===== src/rtl/calc_sequencer_if.sv =====
// Operator-facing bus of the calculator sequencer: raw buttons and switches in,
// display value and status out.
interface calc_sequencer_if;
   logic       confirm;
   logic       display_mode_change;
   logic       operator_select;
   logic [3:0] operand_input;
   logic [5:0] display_result;
   logic       display_mode;
   logic [1:0] state_out;
   logic       result_valid;

   modport master (
      output confirm, display_mode_change, operator_select, operand_input,
      input  display_result, display_mode, state_out, result_valid
   );

   modport slave (
      input  confirm, display_mode_change, operator_select, operand_input,
      output display_result, display_mode, state_out, result_valid
   );
endinterface


===== src/rtl/calc_sequencer.sv =====
// Sequencing controller for the 4-bit signed add/subtract calculator:
// button conditioning, operand entry FSM, registered result and display mode.
module calc_sequencer #(
   parameter int unsigned DEBOUNCE_CYCLES = 1000000
) (
   input  logic            clk,
   input  logic            reset,
   calc_sequencer_if.slave bus
);

   localparam int unsigned CNT_W = $clog2(DEBOUNCE_CYCLES);
   localparam int unsigned NBTN  = 2;
   localparam int unsigned BTN_CONFIRM = 0;
   localparam int unsigned BTN_MODE    = 1;

   typedef enum logic [1:0] {
      ENTER_A     = 2'b00,
      ENTER_B     = 2'b01,
      SHOW_RESULT = 2'b10
   } state_t;

   logic [NBTN-1:0]  btn_raw;
   logic [NBTN-1:0]  s1, s2, db, db_d;
   logic [CNT_W-1:0] cnt [NBTN];
   logic [NBTN-1:0]  press_c;

   state_t           state, state_n;
   logic [3:0]       op_a, op_a_n;
   logic [3:0]       op_b, op_b_n;
   logic             oper, oper_n;
   logic [5:0]       disp, disp_n;
   logic             valid, valid_n;
   logic             mode, mode_n;
   logic [5:0]       a_ext_c, b_ext_c, result_c;

   assign btn_raw = {bus.display_mode_change, bus.confirm};

   // Synchronize, debounce and rising-edge detect each button.
   always_ff @(posedge clk) begin
      if (reset) begin
         s1   <= '0;
         s2   <= '0;
         db   <= '0;
         db_d <= '0;
         for (int i = 0; i < int'(NBTN); i++) cnt[i] <= '0;
      end else begin
         s1   <= btn_raw;
         s2   <= s1;
         db_d <= db;
         for (int i = 0; i < int'(NBTN); i++) begin
            if (s2[i] == db[i]) begin
               cnt[i] <= '0;
            end else if (cnt[i] == CNT_W'(DEBOUNCE_CYCLES - 1)) begin
               db[i]  <= s2[i];
               cnt[i] <= '0;
            end else begin
               cnt[i] <= cnt[i] + CNT_W'(1);
            end
         end
      end
   end

   assign press_c = db & ~db_d;

   // Sign-extended operands; B comes straight from the switches at the confirm edge.
   assign a_ext_c  = {{2{op_a[3]}}, op_a};
   assign b_ext_c  = {{2{bus.operand_input[3]}}, bus.operand_input};
   assign result_c = bus.operator_select ? (a_ext_c - b_ext_c) : (a_ext_c + b_ext_c);

   // State and registered outputs.
   always_ff @(posedge clk) begin
      if (reset) begin
         state <= ENTER_A;
         op_a  <= '0;
         op_b  <= '0;
         oper  <= 1'b0;
         disp  <= '0;
         valid <= 1'b0;
         mode  <= 1'b0;
      end else begin
         state <= state_n;
         op_a  <= op_a_n;
         op_b  <= op_b_n;
         oper  <= oper_n;
         disp  <= disp_n;
         valid <= valid_n;
         mode  <= mode_n;
      end
   end

   always_comb begin
      state_n = state;
      op_a_n  = op_a;
      op_b_n  = op_b;
      oper_n  = oper;
      disp_n  = disp;
      valid_n = valid;
      mode_n  = mode ^ press_c[BTN_MODE];

      case (state)
         ENTER_A: begin
            disp_n = {{2{bus.operand_input[3]}}, bus.operand_input};
            if (press_c[BTN_CONFIRM]) begin
               op_a_n  = bus.operand_input;
               state_n = ENTER_B;
            end
         end
         ENTER_B: begin
            disp_n = {{2{bus.operand_input[3]}}, bus.operand_input};
            if (press_c[BTN_CONFIRM]) begin
               op_b_n  = bus.operand_input;
               oper_n  = bus.operator_select;
               disp_n  = result_c;
               valid_n = 1'b1;
               state_n = SHOW_RESULT;
            end
         end
         SHOW_RESULT: begin
            if (press_c[BTN_CONFIRM]) begin
               valid_n = 1'b0;
               state_n = ENTER_A;
            end
         end
         default: begin
            valid_n = 1'b0;
            state_n = ENTER_A;
         end
      endcase
   end

   assign bus.display_result = disp;
   assign bus.display_mode   = mode;
   assign bus.state_out      = state;
   assign bus.result_valid   = valid;

endmodule


===== src/flat_wrapper.sv =====
// flat-port wrapper written by rule: the top's interface ports become plain ports
module calc_sequencer_flat 
#(
   parameter int unsigned DEBOUNCE_CYCLES = 1000000
)
  (clk, reset, bus_confirm, bus_display_mode_change, bus_operator_select, bus_operand_input, bus_display_result, bus_display_mode, bus_state_out, bus_result_valid);
  calc_sequencer_if bus_i ();
  input  logic clk;
  input  logic reset;
  input wire logic [$bits(bus_i.confirm)-1:0] bus_confirm;
  input wire logic [$bits(bus_i.display_mode_change)-1:0] bus_display_mode_change;
  input wire logic [$bits(bus_i.operator_select)-1:0] bus_operator_select;
  input wire logic [$bits(bus_i.operand_input)-1:0] bus_operand_input;
  output wire logic [$bits(bus_i.display_result)-1:0] bus_display_result;
  output wire logic [$bits(bus_i.display_mode)-1:0] bus_display_mode;
  output wire logic [$bits(bus_i.state_out)-1:0] bus_state_out;
  output wire logic [$bits(bus_i.result_valid)-1:0] bus_result_valid;
  assign bus_i.confirm = bus_confirm;
  assign bus_i.display_mode_change = bus_display_mode_change;
  assign bus_i.operator_select = bus_operator_select;
  assign bus_i.operand_input = bus_operand_input;
  assign bus_display_result = bus_i.display_result;
  assign bus_display_mode = bus_i.display_mode;
  assign bus_state_out = bus_i.state_out;
  assign bus_result_valid = bus_i.result_valid;
  calc_sequencer #(.DEBOUNCE_CYCLES(DEBOUNCE_CYCLES)) u_core (.clk(clk), .reset(reset), .bus(bus_i));
endmodule

===== config.mk =====
export PLATFORM = sky130hd
export DESIGN_NAME = calc_sequencer_flat
export DESIGN_NICKNAME = d
export VERILOG_FILES = /design/src/rtl/calc_sequencer_if.sv /design/src/rtl/calc_sequencer.sv /design/src/flat_wrapper.sv
export SDC_FILE = /design/constraint.sdc
export NUM_CORES = 1
export LEC_CHECK = 0
export CAP_MARGIN = 20
export CORE_AREA = 5 5 65 112
export DETAILED_ROUTE_END_ITERATION = 8
export DIE_AREA = 0 0 70 117
export GPL_TIMING_DRIVEN = 0
export PLACE_DENSITY = 0.72
export RECOVER_POWER = 100
export SYNTH_ARGS = -nofsm -noshare
export SYNTH_HDL_FRONTEND = slang
export SYNTH_SLANG_ARGS = --single-unit

===== constraint.sdc =====
create_clock -name clk -period 7.91 [get_ports clk]
set_input_delay 1.582 -clock clk [delete_from_list [all_inputs] [get_ports clk]]
set_output_delay 1.582 -clock clk [all_outputs]
set_load 0.02 [all_outputs]

==> results.py <==
metrics = {
    "sta": {
        "period_minus_slack_ps": 4150,
        "timing.final.hold_violations": 0,
        "setup_violations": 0,
        "skew_ps": 4.71,
        "relSlewSlack": 0.642,
        "finalCritPeriodShare": 0.525,
        "tightest_slew_ps": 537,
        "rsz0062_at_grt": "no",
        "slew_violations": 0,
        "setup-tns-final_ps": 0,
        "clock.fmax_mhz": 241,
    },
    "final_layout": {
        "syn2layout_area_growth_pct": 22.1,
        "n_antenna_cell": 0,
        "drive_gt1_frac": 0.0881,
        "fillers": 554,
        "final_common_cell": "nor2_1",
        "fin_nets": 398,
        "final_cell_mix": "nor2_1, edfxtp_1, conb_1",
    },
    "clock_network": {
        "htreeDepth": 3,
        "cts.clk_slew.worst_paths_ps": 50,
        "cts_resized": 0,
        "clk_path_buf_depth": 2,
        "cts_buffers": 9,
        "post_cts_buffers": 0,
        "cts_sinks": 61,
        "cts_hold_buf": 0,
        "clockRootBuffer": "clkbuf_16",
        "clk_latency_ps": 330,
        "cts_tree": "built",
    },
    "synth": {
        "ys_async_sr_fraction": 0,
        "synth_top_family_by_area": "simple AND/OR/NAND/NOR gates",
        "synth_compound_area_frac": 0.0397,
        "synth-seq-cells": 61,
        "synth-simple-area-share": 0.260,
        "synth_flop_cell": "edfxtp_1",
        "yosysSeqAreaShare": 0.495,
        "synth-edff-count": 40,
        "synth.distinct_cells": 52,
        "synth_xor_xnor_area_share": 0.124,
        "syn_area_um2": 3280,
        "netlist_instances": 313,
        "synthAdderAreaFrac": 0.0328,
        "post_synth.cell_area_avg_um2": 10.5,
        "yosys_warnings": 0,
        "synth_mux_area_frac": 0.0156,
    },
    "drt": {
        "vias": 2340,
        "drc_errors": 0,
        "drt_iter0_drc": 111,
        "totalWireLength_um": 5930,
        "avgViaCountPerCell": 5.00,
        "wire_per_inst_um": 12.7,
        "drtPass1Iterations": 4,
        "ant_nets": 0,
    },
    "floorplan": {
        "boundaryPins": 19,
        "die_x_um": 70,
        "start_util": 0.517,
        "row_count": 39,
        "core_um2": 6340,
        "die_h_um": 117,
        "die_area_um2": 8190,
    },
    "setup_path": {
        "r2r_cells": 5,
        "r2r_slack_ps": 5660,
        "timing.rr.end": "u_core.cnt[1][16]",
        "worstSetupPathType": "in2reg",
        "cp-end-kind": "flop",
        "required_ps": 8160,
        "cp_max_fo": 4,
        "critPathLaunchType": "input pin",
        "r2r-start": "u_core.cnt[1][11]",
        "cp.arrival_ps": 4410,
    },
    "grt": {
        "grt_use_total": 0.164,
        "grt_pass1_vias": 2423,
        "grt-ovfl-total": 0,
        "grt_max_degree": 12,
        "antenna_found_initial": 0,
        "grt_pass1_wl_um": 10500,
    },
    "placed_design": {
        "dp_hpwl_um": 4500,
        "portBuffers": 18,
        "gp_congestion": 0.810,
    },
    "power_and_ir_drop": {
        "power_density_nw_per_um2": 205,
        "vdd_ir_drop_max_uv": 167,
        "p_total_uw": 819,
        "p_leak_uw": 0.00155,
    },
    "min_path": {
        "hp-class": "reg2reg",
        "hold_path_end": "u_core.s2[0]",
        "holdPathStages": 1,
        "hold_start": "u_core.s1[0]",
    },
    "run": {
        "maxCapViolCount": 0,
    },
    "status": {
        "status": "finished clean",
    },
}
[how the worst max path moves through the flow]
stage	to	slack (ps)	startpoint	depth (start not counted)
final	u_core.bus.display_result[4]	3760	bus_operand_input[0]	10
after global routing	u_core.bus.display_result[4]	3590	bus_operand_input[0]	10
after CTS	u_core.bus.display_result[4]	3920	bus_operand_input[0]	10
after detailed placement	u_core.bus.display_result[4]	3580	bus_operand_input[0]	10
after global placement	u_core.bus.display_result[4]	3590	bus_operand_input[0]	10
after floorplan	u_core.bus.display_result[4]	4250	bus_operand_input[0]	9
[power breakdown]
part | leakage [uW] | total, uW | internal, uW | switching [uW]
sequential | 0.000584 | 363 | 351 | 11.7
clock | 0.000161 | 409 | 271 | 138
combinational | 0.000808 | 47.1 | 22.1 | 25.0
[final cells by class]
class,count,area [um^2],area share
buffer,10,47.5,0.0119
timing repair buffer,18,180,0.0450
tap,82,103,0.0256
clock buffer,11,264,0.0660
clock inverter,5,55.1,0.0138
inverter,12,45.0,0.0113
multi-input combinational,269,1690,0.421
sequential,61,1620,0.405
[flip-flops by register name, indices dropped and copies added, names as in the netlist]
| name | cells |
|---|---|
| u_core.op_a | 4 |
| u_core.bus.state_out | 2 |
| u_core.db_d | 2 |
| u_core.s1 | 2 |
| u_core.bus.result_valid | 1 |
| u_core.s2 | 2 |
| u_core.db | 2 |
| u_core.bus.display_mode | 1 |
| u_core.bus.display_result | 5 |
| u_core.cnt | 40 |
[cells by family (layout without fill, tap and decap cells)]
kind of cell / after synthesis / after routing
AO/OA/AOI/OAI: 20 / 20
XOR/XNOR: 45 / 45
adder cells (fa/ha/maj): 8 / 8
buffers and inverters: 22 / 56
flip-flops: 61 / 61
multiplexers: 5 / 5
other: 1 / 40
AND/OR/NAND/NOR: 151 / 151
[cell usage after synthesis (6+ instances only)]
master	number	area, um^2
nor2b_1	8	50.1
ha_1	7	87.6
nor3_1	7	35.0
nand4_1	6	37.5
and3_1	10	62.6
edfxtp_1	40	1200
xor2_1	22	193
dfxtp_1	21	420
xnor2_1	22	193
nand2_1	9	33.8
nand3_1	19	95.1
a21oi_1	11	55.1
nor2_1	64	240
inv_1	12	45.0
[through the flow]
stage | instance area, um^2 | std cells | hold WS, ps | setup WS, ps | util
3_3_place_gp | 3710 | 452 | 417 | 3590 | 0.584
6_report | 4000 | 468 | 442 | 3760 | 0.631
5_1_grt | 4000 | 468 | 470 | 3590 | 0.631
4_1_cts | 4030 | 468 | 443 | 3920 | 0.635
2_1_floorplan | 3420 | 352 | 414 | 4250 | -
3_5_place_dp | 3710 | 452 | 430 | 3580 | 0.584
[worst max-delay path, stage by stage]
cell,delay [ps]
dlygate4sd3_1,590
inv_1,80
ha_1,280
mux2_1,320
fa_1,410
nand2b_2,190
o2bb2ai_1,170
xnor3_1,350
or3_1,310
a31oi_1,120
[metal layers]
metal | track usage | routed length [um]
met2 | 0.315 | 3360
met4 | 0.0857 | 148
met3 | 0.0402 | 188
met5 | 0 | 0
met1 | 0.162 | 2230
(Power assumes the default switching activity.)
